`src/rtl/acc_pkg.sv`:
```
// Shared types for the accelerator predecoder: per-entry match descriptors and
// the predecode response record.
package acc_pkg;

    localparam int unsigned NumRs   = 3;
    localparam int unsigned WbWidth = 2;

    typedef struct packed {
        logic               accept;
        logic [WbWidth-1:0] writeback;
        logic               is_mem_op;
        logic [NumRs-1:0]   use_rs;
    } acc_prd_rsp_t;

    typedef struct packed {
        logic [31:0]  instr_data;
        logic [31:0]  instr_mask;
        acc_prd_rsp_t prd_rsp;
    } offload_instr_t;

endpackage

```
`src/rtl/acc_prd_bus.sv`:
```
// Request/response bus carrying instruction words into the predecoder and
// predecode responses back out.
interface ACC_PRD_BUS #(
    parameter int unsigned IdWidth = 4
);
    import acc_pkg::*;

    logic               q_valid;
    logic               q_ready;
    logic [31:0]        q_instr_data;
    logic [IdWidth-1:0] q_id;
    logic               p_valid;
    logic               p_ready;
    acc_prd_rsp_t       p_rsp;
    logic [IdWidth-1:0] p_id;
    logic               p_multi;

    modport master (
        output q_valid, q_instr_data, q_id, p_ready,
        input  q_ready, p_valid, p_rsp, p_id, p_multi
    );

    modport slave (
        input  q_valid, q_instr_data, q_id, p_ready,
        output q_ready, p_valid, p_rsp, p_id, p_multi
    );

endinterface

```
`src/rtl/acc_prd_match.sv`:
```
// Combinational match of an instruction word against the offload table; the
// responses of all hitting entries are OR-merged.
module acc_prd_match
    import acc_pkg::*;
#(
    parameter int unsigned                    NumInstr     = 1,
    parameter offload_instr_t [NumInstr-1:0] OffloadInstr = '0
) (
    input  logic [NumInstr-1:0] instr_en_i,
    input  logic [31:0]         instr_data_i,
    output acc_prd_rsp_t        rsp_o,
    output logic                multi_o
);

    logic [NumInstr-1:0] hit;

    always_comb begin
        hit = '0;
        for (int i = 0; i < int'(NumInstr); i++) begin
            hit[i] = instr_en_i[i] &&
                     ((OffloadInstr[i].instr_mask & instr_data_i) == OffloadInstr[i].instr_data);
        end
    end

    // The entry's own accept bit is ignored: accept means "some entry hit".
    always_comb begin
        logic seen;
        rsp_o   = '0;
        multi_o = 1'b0;
        seen    = 1'b0;
        for (int i = 0; i < int'(NumInstr); i++) begin
            if (hit[i]) begin
                rsp_o.writeback = rsp_o.writeback | OffloadInstr[i].prd_rsp.writeback;
                rsp_o.is_mem_op = rsp_o.is_mem_op | OffloadInstr[i].prd_rsp.is_mem_op;
                rsp_o.use_rs    = rsp_o.use_rs    | OffloadInstr[i].prd_rsp.use_rs;
                multi_o         = multi_o | seen;
                seen            = 1'b1;
            end
        end
        rsp_o.accept = |hit;
    end

endmodule

```
`src/rtl/acc_predecoder_pipe_intf.sv`:
```
// ACC_PRD_BUS wrapper around acc_predecoder_pipe.
module acc_predecoder_pipe_intf
    import acc_pkg::*;
#(
    parameter int unsigned                    NumInstr     = 1,
    parameter offload_instr_t [NumInstr-1:0] OffloadInstr = '0,
    parameter int unsigned                    IdWidth      = 4,
    parameter bit                             Registered   = 1'b1
) (
    input  logic                clk_i,
    input  logic                rst_ni,
    input  logic                flush_i,
    input  logic [NumInstr-1:0] instr_en_i,
    ACC_PRD_BUS.slave           bus,
    output logic [15:0]         acc_cnt_o,
    output logic [15:0]         rej_cnt_o
);

    acc_predecoder_pipe #(
        .NumInstr     (NumInstr),
        .OffloadInstr (OffloadInstr),
        .IdWidth      (IdWidth),
        .Registered   (Registered)
    ) u_pipe (
        .clk_i          (clk_i),
        .rst_ni         (rst_ni),
        .flush_i        (flush_i),
        .instr_en_i     (instr_en_i),
        .q_valid_i      (bus.q_valid),
        .q_ready_o      (bus.q_ready),
        .q_instr_data_i (bus.q_instr_data),
        .q_id_i         (bus.q_id),
        .p_valid_o      (bus.p_valid),
        .p_ready_i      (bus.p_ready),
        .p_rsp_o        (bus.p_rsp),
        .p_id_o         (bus.p_id),
        .p_multi_o      (bus.p_multi),
        .acc_cnt_o      (acc_cnt_o),
        .rej_cnt_o      (rej_cnt_o)
    );

endmodule

```
`src/rtl/acc_predecoder_pipe.sv`:
```
// Accelerator predecoder with an optional single-entry output register and
// saturating accept/reject counters.
module acc_predecoder_pipe
    import acc_pkg::*;
#(
    parameter int unsigned                    NumInstr     = 1,
    parameter offload_instr_t [NumInstr-1:0] OffloadInstr = '0,
    parameter int unsigned                    IdWidth      = 4,
    parameter bit                             Registered   = 1'b1
) (
    input  logic               clk_i,
    input  logic               rst_ni,
    input  logic               flush_i,
    input  logic [NumInstr-1:0] instr_en_i,
    input  logic               q_valid_i,
    output logic               q_ready_o,
    input  logic [31:0]        q_instr_data_i,
    input  logic [IdWidth-1:0] q_id_i,
    output logic               p_valid_o,
    input  logic               p_ready_i,
    output acc_prd_rsp_t       p_rsp_o,
    output logic [IdWidth-1:0] p_id_o,
    output logic               p_multi_o,
    output logic [15:0]        acc_cnt_o,
    output logic [15:0]        rej_cnt_o
);

    // Handshakes: a transfer happens on a cycle where valid and ready are both
    // high; valid never waits on ready, and payload is held while valid & !ready.
    acc_prd_rsp_t match_rsp;
    logic         match_multi;
    logic         req_hs;

    acc_prd_match #(
        .NumInstr     (NumInstr),
        .OffloadInstr (OffloadInstr)
    ) u_match (
        .instr_en_i   (instr_en_i),
        .instr_data_i (q_instr_data_i),
        .rsp_o        (match_rsp),
        .multi_o      (match_multi)
    );

    assign req_hs = q_valid_i & q_ready_o;

    if (Registered) begin : g_reg
        logic               valid_q;
        acc_prd_rsp_t       rsp_q;
        logic [IdWidth-1:0] id_q;
        logic               multi_q;

        assign q_ready_o = (!valid_q || p_ready_i) && !flush_i;

        always_ff @(posedge clk_i or negedge rst_ni) begin
            if (!rst_ni) begin
                valid_q <= 1'b0;
            end else if (flush_i) begin
                valid_q <= 1'b0;
            end else if (req_hs) begin
                valid_q <= 1'b1;
            end else if (p_ready_i) begin
                valid_q <= 1'b0;
            end
        end

        always_ff @(posedge clk_i or negedge rst_ni) begin
            if (!rst_ni) begin
                rsp_q   <= '0;
                id_q    <= '0;
                multi_q <= 1'b0;
            end else if (req_hs) begin
                rsp_q   <= match_rsp;
                id_q    <= q_id_i;
                multi_q <= match_multi;
            end
        end

        assign p_valid_o = valid_q;
        assign p_rsp_o   = rsp_q;
        assign p_id_o    = id_q;
        assign p_multi_o = multi_q;
    end else begin : g_comb
        logic unused_flush;
        assign unused_flush = flush_i;

        // Outputs are forced quiet while reset is held.
        assign q_ready_o = p_ready_i;
        assign p_valid_o = q_valid_i & rst_ni;
        assign p_rsp_o   = rst_ni ? match_rsp : '0;
        assign p_id_o    = rst_ni ? q_id_i : '0;
        assign p_multi_o = match_multi & rst_ni;
    end

    always_ff @(posedge clk_i or negedge rst_ni) begin
        if (!rst_ni) begin
            acc_cnt_o <= '0;
            rej_cnt_o <= '0;
        end else if (req_hs) begin
            if (match_rsp.accept) begin
                if (acc_cnt_o != 16'hFFFF) acc_cnt_o <= acc_cnt_o + 16'd1;
            end else begin
                if (rej_cnt_o != 16'hFFFF) rej_cnt_o <= rej_cnt_o + 16'd1;
            end
        end
    end

endmodule

```
`src/flat_wrapper.sv`:
```
// flat-port wrapper written by rule: the top's interface ports become plain ports
module acc_predecoder_pipe_intf_flat import acc_pkg::*;
#(
    parameter int unsigned                    NumInstr     = 1,
    parameter offload_instr_t [NumInstr-1:0] OffloadInstr = '0,
    parameter int unsigned                    IdWidth      = 4,
    parameter bit                             Registered   = 1'b1
)
  (clk_i, rst_ni, flush_i, instr_en_i, acc_cnt_o, rej_cnt_o, bus_q_valid, bus_q_instr_data, bus_q_id, bus_p_ready, bus_q_ready, bus_p_valid, bus_p_rsp, bus_p_id, bus_p_multi);
  ACC_PRD_BUS #(.IdWidth(IdWidth)) bus_i ();
  input  logic clk_i;
  input  logic rst_ni;
  input  logic flush_i;
  input  logic [NumInstr-1:0] instr_en_i;
  output logic [15:0] acc_cnt_o;
  output logic [15:0] rej_cnt_o;
  input wire logic [$bits(bus_i.q_valid)-1:0] bus_q_valid;
  input wire logic [$bits(bus_i.q_instr_data)-1:0] bus_q_instr_data;
  input wire logic [$bits(bus_i.q_id)-1:0] bus_q_id;
  input wire logic [$bits(bus_i.p_ready)-1:0] bus_p_ready;
  output wire logic [$bits(bus_i.q_ready)-1:0] bus_q_ready;
  output wire logic [$bits(bus_i.p_valid)-1:0] bus_p_valid;
  output wire logic [$bits(bus_i.p_rsp)-1:0] bus_p_rsp;
  output wire logic [$bits(bus_i.p_id)-1:0] bus_p_id;
  output wire logic [$bits(bus_i.p_multi)-1:0] bus_p_multi;
  assign bus_i.q_valid = bus_q_valid;
  assign bus_i.q_instr_data = bus_q_instr_data;
  assign bus_i.q_id = bus_q_id;
  assign bus_i.p_ready = bus_p_ready;
  assign bus_q_ready = bus_i.q_ready;
  assign bus_p_valid = bus_i.p_valid;
  assign bus_p_rsp = bus_i.p_rsp;
  assign bus_p_id = bus_i.p_id;
  assign bus_p_multi = bus_i.p_multi;
  acc_predecoder_pipe_intf #(.NumInstr(NumInstr), .OffloadInstr(OffloadInstr), .IdWidth(IdWidth), .Registered(Registered)) u_core (.clk_i(clk_i), .rst_ni(rst_ni), .flush_i(flush_i), .instr_en_i(instr_en_i), .bus(bus_i), .acc_cnt_o(acc_cnt_o), .rej_cnt_o(rej_cnt_o));
endmodule
```
`config.mk`:
```
export PLATFORM = sky130hd
export DESIGN_NAME = acc_predecoder_pipe_intf_flat
export DESIGN_NICKNAME = d
export VERILOG_FILES = /design/src/rtl/acc_pkg.sv /design/src/rtl/acc_prd_bus.sv /design/src/rtl/acc_prd_match.sv /design/src/rtl/acc_predecoder_pipe_intf.sv /design/src/rtl/acc_predecoder_pipe.sv /design/src/flat_wrapper.sv
export SDC_FILE = /design/constraint.sdc
export NUM_CORES = 1
export LEC_CHECK = 0
export BUFFER_PORTS_ARGS = -buffer_cell sky130_fd_sc_hd__buf_2
export CORE_ASPECT_RATIO = 2
export CORE_MARGIN = 1.5
export CORE_UTILIZATION = 30
export CTS_CLUSTER_DIAMETER = 40
export DETAILED_ROUTE_END_ITERATION = 16
export MAX_ROUTING_LAYER = met4
export PLACE_DENSITY = 0.62
export SKIP_LAST_GASP = 1
export SLEW_MARGIN = 20
export SYNTH_ARGS = -nofsm -noshare
export SYNTH_HDL_FRONTEND = slang
export SYNTH_HIERARCHICAL = 1
export SYNTH_SLANG_ARGS = --single-unit
```
`constraint.sdc`:
```
create_clock -name clk_i -period 5.6 [get_ports clk_i]
set_input_delay 0.28 -clock clk_i [delete_from_list [all_inputs] [get_ports clk_i]]
set_output_delay 0.28 -clock clk_i [all_outputs]
set_load 0.02 [all_outputs]
```
==> results of run 1 <==
-- how the worst max path moves through the flow --
stage                     slack [ns]                       start                          end  cells after the start
final                           3.60     u_core/u_pipe/p_valid_o  u_core/u_pipe/rej_cnt_o[12]                      4
after global routing            3.52  u_core/u_pipe/rej_cnt_o[3]   u_core/u_pipe/rej_cnt_o[1]                      4
after CTS                       3.59     u_core/u_pipe/p_valid_o  u_core/u_pipe/rej_cnt_o[12]                      4
after detailed placement        3.61     u_core/u_pipe/p_valid_o  u_core/u_pipe/rej_cnt_o[12]                      4
after global placement          3.62     u_core/u_pipe/p_valid_o  u_core/u_pipe/rej_cnt_o[12]                      4
after floorplan                 3.67     u_core/u_pipe/p_valid_o  u_core/u_pipe/rej_cnt_o[12]                      5
-- critical path: stages, from the launching register on --
cell and delay [ns]:
dfrtp_1 0.39, nor2b_4 0.15, or4b_4 0.61, nor4_1 0.35, mux2_2 0.37
-- power by group --
part / internal (mW) / leakage, nW / total [mW] / switching, mW
Sequential: 0.377 / 0.579 / 0.432 / 0.0556
Clock: 0.189 / 0.0799 / 0.309 / 0.120
Combinational: 0.0830 / 0.645 / 0.214 / 0.131
Total: 0.649 / 1.30 / 0.956 / 0.307
-- synth_stat cells, types with 4 or more instances --
cell     instances
dfrtp_1         45
xor2_1          22
mux2_2          13
nand3_1         13
nand2_1         12
nor3_1          12
nand4_1         11
nor2_1           9
buf_4            8
nor4_1           7
xnor2_1          6
and4_1           4
-- through the flow --
step           setup slack (ns)  std cells  hold WS, ns
3_3_place_gp               3.62        336        0.478
2_1_floorplan              3.67        202      -0.0156
4_1_cts                    3.59        344        0.191
3_5_place_dp               3.61        336        0.488
6_report                   3.60        344     0.000657
5_1_grt                    3.52        344       0.0540
-- layout make-up --
class	count	area [µm²]	share of cell area, %
Sequential cell	45	1130	41.6
Clock buffer	7	153	5.64
Tap cell	92	115	4.25
Clock inverter	1	5.00	0.185
Inverter	1	3.75	0.139
Timing Repair Buffer	55	278	10.3
Multi-Input combinational cell	143	1030	37.9
-- sequential cells by signal (all words and copies together), names as in the netlist --
signal,flops
u_core/u_pipe/p_multi_o,1
u_core/u_pipe/rej_cnt_o,16
u_core/u_pipe/p_valid_o,1
u_core/u_pipe/p_id_o,4
u_core/u_pipe/p_rsp_o,7
u_core/u_pipe/acc_cnt_o,16
-- cell families after synthesis --
family          count (synthesis)  share of synthesized area (%)
xor+xnor                       28                           11.0
compound gates                  3                          0.898
other cells                     1                          0.168
simple gates                   89                           24.8
mux                            14                           7.07
buf+inv                        14                           4.43
fa+ha+maj                       2                           1.12
flops                          45                           50.5
-- layer usage --
| metal | vias to the layer above | share of wire (%) | track usage, % |
|---|---|---|---|
| met5 | - | 0 | - |
| met4 | 0 | 2.2 | 6.14 |
| met3 | 6 | 3.9 | 2.98 |
| met2 | 46 | 54 | 23.7 |
| met1 | 813 | 40 | 14.7 |
| li1 | 796 | - | - |
==> impl_metrics.env, run 1 <==
export IMPL_run_status="complete, no violations"
export IMPL_setup_viol=0
export IMPL_post_synthesis_to_final_layout_area_growth_pct=21.4
export IMPL_antenna_found_initial=0
export IMPL_number_of_ports_placed_on_the_die_boundary=88
export IMPL_cts_root_buffer="clkbuf_16"
export IMPL_yosysSeqAreaShare_pct=50.5
export IMPL_via_count=1661
export IMPL_worst_setup_path_end_kind="flop"
export IMPL_wire_per_inst_um=14.5
export IMPL_fin_worst_skew_ns=0.00382
export IMPL_ys_top_cells_by_area="dfrtp_1, xor2_1, mux2_2"
export IMPL_cp_arrival_ns=2.17
export IMPL_die_area_um2=7990
export IMPL_async_reset_ff_share_pct=100
export IMPL_number_of_synthesized_flops_with_an_enable_pin=0
export IMPL_dominantRegCellSynth="dfrtp_1"
export IMPL_final_antenna_net_count=0
export IMPL_place_port_buffers=55
export IMPL_track_usage_pct=13.7
export IMPL_synth_seq_cells=45
export IMPL_placeableCoreArea_um2=7210
export IMPL_synth_cell_type_count=39
export IMPL_r2r_end="u_core/u_pipe/rej_cnt_o[12]"
export IMPL_cts_hold_buffers=0
export IMPL_clock_insertion_delay_worst_skew_ns=0.29
export IMPL_clockBufferDepth=2
export IMPL_maxSlewHeadroom_pct=35.2
export IMPL_post_drt_via_cell_ratio=4.83
export IMPL_maxCapViolations=0
export IMPL_post_cts_resized=0
export IMPL_finalNetCount=295
export IMPL_rows=44
export IMPL_timing_worst_setup_path_type="reg2reg"
export IMPL_critical_path_peak_fanout=15
export IMPL_via_count_of_the_first_global_routing_pass=1655
export IMPL_setup_tns_ns=0
export IMPL_post_synth_instance_area_um2=2230
export IMPL_gpl_final_weighted_congestion=0.787
export IMPL_num_fill_cells=757
export IMPL_post_cts_buffers=0
export IMPL_hp_class="in2async"
export IMPL_slew_viol_final=0
export IMPL_synth_top_area_cell="dfrtp_1"
export IMPL_post_route_period_util_pct=35.7
export IMPL_synthesis_instances=196
export IMPL_mostFrequentLayoutCells="buf_2, dfrtp_1, xor2_1"
export IMPL_final_hold_violation_count=0
export IMPL_wirelength_um=4990
export IMPL_synth_avg_cell_area_um2=11.4
export IMPL_start_util_pct=30.9
export IMPL_totalPowerFinal_uw=956
export IMPL_final_layout_size_suffix_gt1_share_pct=34.1
export IMPL_rsz0062_at_grt="false"
export IMPL_synth_top_cell_area_share_pct=50.5
export IMPL_worst_slew_pin_slew_ns=0.968
export IMPL_period_needed_ns=2.00
export IMPL_slack_of_the_worst_reg_to_reg_path_ns=3.60
export IMPL_globalRoute_totalOverflow=0
export IMPL_post_route_util_pct=37.5
export IMPL_die_width_um=64.0
export IMPL_clk_pin_slew_ns=0.06
export IMPL_dp_hpwl_um=3570
export IMPL_maximum_frequency_from_static_timing_analysis_mhz=501
export IMPL_vdd_drop_max_mv=0.238
export IMPL_dr_pass1_iters=5
export IMPL_cp_start_kind="flop"
export IMPL_cts_inserted_buffers=5
export IMPL_h_tree_depth=2
export IMPL_final_area_um2=2710
export IMPL_ff2ff_path_depth=4
export IMPL_grt_start_max_net_pins=46
export IMPL_detail_route_drc_violations=0
export IMPL_clock_tree_from_tritoncts="yes"
export IMPL_power_density_over_the_cells_nw_per_um2=353
export IMPL_critical_path_reg2reg_startpoint="u_core/u_pipe/p_valid_o"
export IMPL_clock_sinks=45
export IMPL_worst_endpoint_required_ns=5.77
export IMPL_power_leakage_nw=1.30
export IMPL_first_iter_violations=113
export IMPL_insertedDiodeCount=0
export IMPL_yosysWarningCount=6
export IMPL_placedInstanceArea_um2=2550
export IMPL_dieHeight_um=125
export IMPL_global_route_wire_length_before_repair_um=8230
export IMPL_most_common_cell_after_layout_fill_and_taps_aside="buf_2"
Note: power is estimated with default switching activity, not from simulation.
==> run 2: changes to the inputs <==
--- a/config.mk
+++ b/config.mk
@@ -12,7 +12,7 @@
 export CTS_CLUSTER_DIAMETER = 40
 export DETAILED_ROUTE_END_ITERATION = 16
 export MAX_ROUTING_LAYER = met4
-export PLACE_DENSITY = 0.62
+export PLACE_DENSITY = 0.64
 export SKIP_LAST_GASP = 1
 export SLEW_MARGIN = 20
 export SYNTH_ARGS = -nofsm -noshare
==> constraint.sdc (replaced) <==
create_clock -name clk_i -period 1.7 [get_ports clk_i]
set_input_delay 0.085 -clock clk_i [delete_from_list [all_inputs] [get_ports clk_i]]
set_output_delay 0.085 -clock clk_i [all_outputs]
set_load 0.02 [all_outputs]
==> impl_metrics.env, run 2 (same netlist as run 1, synthesis figures left out) <==
export IMPL_run_status="finished with violations"
export IMPL_violated_checks="setup timing"
export IMPL_final_critical_path_setup_slack_ns=-0.0645
export IMPL_h_tree_depth=2
export IMPL_slew_viol_final=0
export IMPL_placedInstanceArea_um2=2870
export IMPL_num_fill_cells=703
export IMPL_insertedDiodeCount=0
export IMPL_power_frac_seq_pct=39.6
export IMPL_cts_inserted_buffers=5
export IMPL_finalHoldWorstSlack_ns=0.0346
export IMPL_final_hold_violation_count=0
export IMPL_cp_start_kind="flop"
export IMPL_via_count_of_the_first_global_routing_pass=1903
export IMPL_detail_route_drc_violations=0
export IMPL_wire_per_inst_um=14.0
export IMPL_maximum_frequency_from_static_timing_analysis_mhz=567
export IMPL_grt_start_max_net_pins=22
export IMPL_post_synthesis_to_final_layout_area_growth_pct=45.8
export IMPL_via_count=1829
export IMPL_clock_tree_from_tritoncts="yes"
export IMPL_place_port_buffers=55
export IMPL_clock_insertion_delay_worst_skew_ns=0.28
export IMPL_number_of_ports_placed_on_the_die_boundary=88
export IMPL_die_width_um=64.0
export IMPL_global_route_wire_length_before_repair_um=9000
export IMPL_start_util_pct=30.9
export IMPL_hp_class="in2reg"
export IMPL_final_area_um2=3250
export IMPL_final_seq_area_um2=1140
export IMPL_rows=44
export IMPL_clk_pin_slew_ns=0.06
export IMPL_track_usage_pct=15.0
export IMPL_maxCapViolations=0
export IMPL_cp_arrival_ns=1.97
export IMPL_clkPwrFrac_pct=32.2
export IMPL_power_combinational_fraction_pct=28.2
export IMPL_first_iter_violations=59
export IMPL_multi_input_area_um2=1210
export IMPL_post_drt_via_cell_ratio=4.73
export IMPL_clock_sinks=45
export IMPL_antenna_found_initial=0
export IMPL_dr_pass1_iters=4
export IMPL_placeableCoreArea_um2=7210
export IMPL_cts_root_buffer="clkbuf_16"
export IMPL_worst_setup_path_end_kind="flop"
export IMPL_critical_path_peak_fanout=7
export IMPL_dp_hpwl_um=4000
export IMPL_final_layout_size_suffix_gt1_share_pct=52.2
export IMPL_switchingPower_mw=1.10
export IMPL_clockBufferDepth=2
export IMPL_globalRoute_totalOverflow=0
export IMPL_finalNetCount=338
export IMPL_gpl_final_weighted_congestion=0.822
export IMPL_setup_viol=6
export IMPL_post_route_period_util_pct=104
export IMPL_rsz0062_at_grt="true"
export IMPL_fin_worst_skew_ns=0.00387
export IMPL_most_common_cell_after_layout_fill_and_taps_aside="buf_2"
export IMPL_power_density_over_the_cells_nw_per_um2=1080
export IMPL_mostFrequentLayoutCells="buf_2, buf_4, dfrtp_1"
export IMPL_wirelength_um=5420
export IMPL_post_route_util_pct=45.1
export IMPL_netSwitchingFraction_pct=31.3
export IMPL_worst_endpoint_required_ns=1.91
export IMPL_die_area_um2=7990
export IMPL_final_antenna_net_count=0
export IMPL_power_leakage_nw=1.55
export IMPL_power_internal_mw=2.42
export IMPL_timing_worst_setup_path_type="reg2reg"
export IMPL_vdd_drop_max_mv=0.595
export IMPL_period_needed_ns=1.76
export IMPL_dieHeight_um=125
run 2: cell type report:
| cell class | instances | area share (%) |
|---|---|---|
| Clock buffer | 7 | 4.39 |
| Clock inverter | 1 | 0.923 |
| Inverter | 1 | 0.115 |
| Multi-Input combinational cell | 144 | 37.3 |
| Sequential cell | 45 | 35.0 |
| Tap cell | 92 | 3.54 |
| Timing Repair Buffer | 97 | 18.7 |
run 2: routing by layer:
metal  track usage [%]  wire, µm
met4              7.29       141
met2              26.3      2950
met5                 -         0
met1              15.8      2110
met3              2.44       212
run 2: power groups by stage:
stage                     combinational (mW)  sequential [mW]  clock [mW]
after floorplan                        0.276             1.66           0
after global placement                 0.928             1.40           0
after detailed placement               0.950             1.41           0
after CTS                              0.985             1.40        1.17
after global routing                    1.07             1.42        1.20
final                                  0.992             1.39        1.13
run 2: worst paths after layout:
path,from,endpoint,slack (ns),depth (start not counted)
setup reg to reg,u_core/u_pipe/p_valid_o,u_core/u_pipe/rej_cnt_o[5],-0.06,5
hold / removal,bus_q_id[3],u_core/u_pipe/p_id_o[3],0.03,2
setup / recovery,u_core/u_pipe/p_valid_o,u_core/u_pipe/rej_cnt_o[5],-0.06,5
hold reg to reg,u_core/u_pipe/p_rsp_o[6],u_core/u_pipe/p_rsp_o[6],0.50,2
min in group asynchronous,rst_ni,u_core/u_pipe/rej_cnt_o[13],0.30,2
max in group asynchronous,rst_ni,u_core/u_pipe/rej_cnt_o[1],0.81,3
run 2: timing repair:
action,CTS,global route
setup endpoints to repair,12,17
buffers inserted,1,5
pin swaps,14,13
gates cloned,1,0
resized for setup,14,11
endpoints found under the hold margin,19,0
hold buffers,1,0
run 2: metrics by stage:
step	worst slack (ns)	power, mW	instances	setup TNS, ns
global route	-0.129	3.69	387	-0.780
detailed placement	-0.122	2.36	371	-0.543
finish	-0.0645	3.52	387	-0.250
CTS	-0.124	3.56	382	-0.937
global placement	-0.128	2.33	371	-0.518
floorplan	-0.120	1.93	202	-1.19
run 2: critical path, stage by stage (launching register included):
cell     delay, ns
dfrtp_2       0.39
nor2b_4       0.13
or4b_4        0.57
buf_12        0.19
nor4_4        0.22
xor2_1        0.18
==> run 3: changes to the inputs <==
--- a/config.mk
+++ b/config.mk
@@ -11,8 +11,9 @@
 export CORE_UTILIZATION = 30
 export CTS_CLUSTER_DIAMETER = 40
 export DETAILED_ROUTE_END_ITERATION = 16
+export GPL_TIMING_DRIVEN = 0
 export MAX_ROUTING_LAYER = met4
-export PLACE_DENSITY = 0.64
+export PLACE_DENSITY = 0.67
 export SKIP_LAST_GASP = 1
 export SLEW_MARGIN = 20
 export SYNTH_ARGS = -nofsm -noshare
==> impl_metrics.env, run 3 (same netlist as run 1, synthesis figures left out) <==
export IMPL_run_status="finished with violations"
export IMPL_violated_checks="setup timing"
export IMPL_final_hold_violation_count=0
export IMPL_wire_per_inst_um=13.9
export IMPL_dp_hpwl_um=3570
export IMPL_post_route_util_pct=42.2
export IMPL_most_common_cell_after_layout_fill_and_taps_aside="buf_2"
export IMPL_maxCapViolations=0
export IMPL_via_count_of_the_first_global_routing_pass=1756
export IMPL_global_route_wire_length_before_repair_um=8270
export IMPL_crit_end="u_core/u_pipe/rej_cnt_o[11]"
export IMPL_worst_slew_pin_slew_ns=0.659
export IMPL_totalPowerFinal_mw=3.40
export IMPL_via_count=1770
export IMPL_maximum_frequency_from_static_timing_analysis_mhz=554
export IMPL_grt_start_max_net_pins=46
export IMPL_clock_tree_from_tritoncts="yes"
export IMPL_rows=44
export IMPL_detail_route_drc_violations=0
export IMPL_power_leakage_nw=1.43
export IMPL_number_of_ports_placed_on_the_die_boundary=88
export IMPL_critical_path_peak_fanout=5
export IMPL_finalHoldWorstSlack_ns=0.0208
export IMPL_final_antenna_net_count=0
export IMPL_power_density_over_the_cells_nw_per_um2=1120
export IMPL_setup_tns_ns=-0.717
export IMPL_critical_path_reg2reg_startpoint="u_core/u_pipe/p_valid_o"
export IMPL_place_port_buffers=54
export IMPL_vdd_drop_max_mv=0.597
export IMPL_timing_worst_setup_path_type="reg2reg"
export IMPL_placeableCoreArea_um2=7210
export IMPL_insertedDiodeCount=0
export IMPL_clockBufferDepth=2
export IMPL_post_drt_via_cell_ratio=4.84
export IMPL_cp_arrival_ns=2.02
export IMPL_dieHeight_um=125
export IMPL_final_layout_size_suffix_gt1_share_pct=46.4
export IMPL_cts_root_buffer="clkbuf_16"
export IMPL_cts_inserted_buffers=5
export IMPL_start_util_pct=30.9
export IMPL_post_route_period_util_pct=106
export IMPL_clk_pin_slew_ns=0.06
export IMPL_clock_sinks=45
export IMPL_wirelength_um=5090
export IMPL_worst_endpoint_required_ns=1.91
export IMPL_h_tree_depth=2
export IMPL_track_usage_pct=13.7
export IMPL_die_width_um=64.0
export IMPL_globalRoute_totalOverflow=0
export IMPL_fin_worst_skew_ns=0.00706
export IMPL_numPlacedInstances=348
export IMPL_r2r_end="u_core/u_pipe/rej_cnt_o[11]"
export IMPL_period_needed_ns=1.81
export IMPL_die_area_um2=7990
export IMPL_maxSlewHeadroom_pct=55.7
export IMPL_critPathLaunch="u_core/u_pipe/p_valid_o"
export IMPL_worst_setup_path_end_kind="flop"
export IMPL_final_area_um2=3040
export IMPL_cp_start_kind="flop"
export IMPL_first_iter_violations=85
export IMPL_clock_insertion_delay_worst_skew_ns=0.29
export IMPL_placedInstanceArea_um2=2700
export IMPL_setup_viol=14
export IMPL_slew_viol_final=0
export IMPL_post_layout_nonfiller_instances=366
export IMPL_hp_class="in2reg"
export IMPL_dr_pass1_iters=4
export IMPL_post_synthesis_to_final_layout_area_growth_pct=36.5
export IMPL_dp_slack_ns=-0.205
export IMPL_ff2ff_path_depth=5
export IMPL_finalNetCount=317
export IMPL_gpl_final_weighted_congestion=0.846
export IMPL_antenna_found_initial=0
export IMPL_mostFrequentLayoutCells="buf_2, dfrtp_1, xor2_1"
export IMPL_slack_of_the_worst_reg_to_reg_path_ns=-0.11
export IMPL_final_critical_path_setup_slack_ns=-0.105
export IMPL_rsz0062_at_grt="true"
[run 3: worst min-delay path by stage]
stage                 from                          to  slack, ns  depth (start not counted)
2_1_floorplan       rst_ni  u_core/u_pipe/acc_cnt_o[0]      -0.21                          0
3_3_place_gp       flush_i     u_core/u_pipe/p_valid_o       0.31                          2
3_5_place_dp       flush_i     u_core/u_pipe/p_valid_o       0.31                          2
4_1_cts            flush_i     u_core/u_pipe/p_valid_o      0.003                          2
5_1_grt        bus_q_id[3]     u_core/u_pipe/p_id_o[3]       0.03                          2
6_report           flush_i     u_core/u_pipe/p_valid_o       0.02                          2
[run 3: power by group]
group / total [mW] / switching (mW) / internal [mW]
sequential: 1.43 / 0.180 / 1.25
combinational: 0.822 / 0.471 / 0.350
clock: 1.14 / 0.405 / 0.735
[run 3: timing repair]
action	in CTS	in global routing
pin swaps	4	4
endpoints found under the setup margin	27	21
hold buffers	0	1
setup buffers	6	4
gates resized for setup	8	8
hold endpoints to repair	0	45
[run 3: layout make-up]
| class | count | area (µm²) |
|---|---|---|
| fill | 717 | 4170 |
| clock buffer | 7 | 143 |
| tap | 92 | 115 |
| inverter | 1 | 3.75 |
| timing repair buffer | 65 | 362 |
| multi-input combinational | 143 | 1140 |
| sequential | 45 | 1140 |
| clock inverter | 1 | 30.0 |
| buffer | 12 | 110 |
[run 3: worst max-delay path, cell delays in order, from the launching register on]
cell and delay, ns:
dfrtp_2 0.40, nor2b_4 0.14, or4b_4 0.55, buf_4 0.18, nor4_4 0.27, xor2_1 0.17
[run 3: metal layers]
layer	wire, µm	track usage (%)	share of wire, %	vias up
met5	0	-	0	-
met2	2770	24.0	54	48
met1	2000	14.2	39	874
li1	-	-	-	839
met4	136	6.91	2.7	0
met3	190	2.26	3.7	9
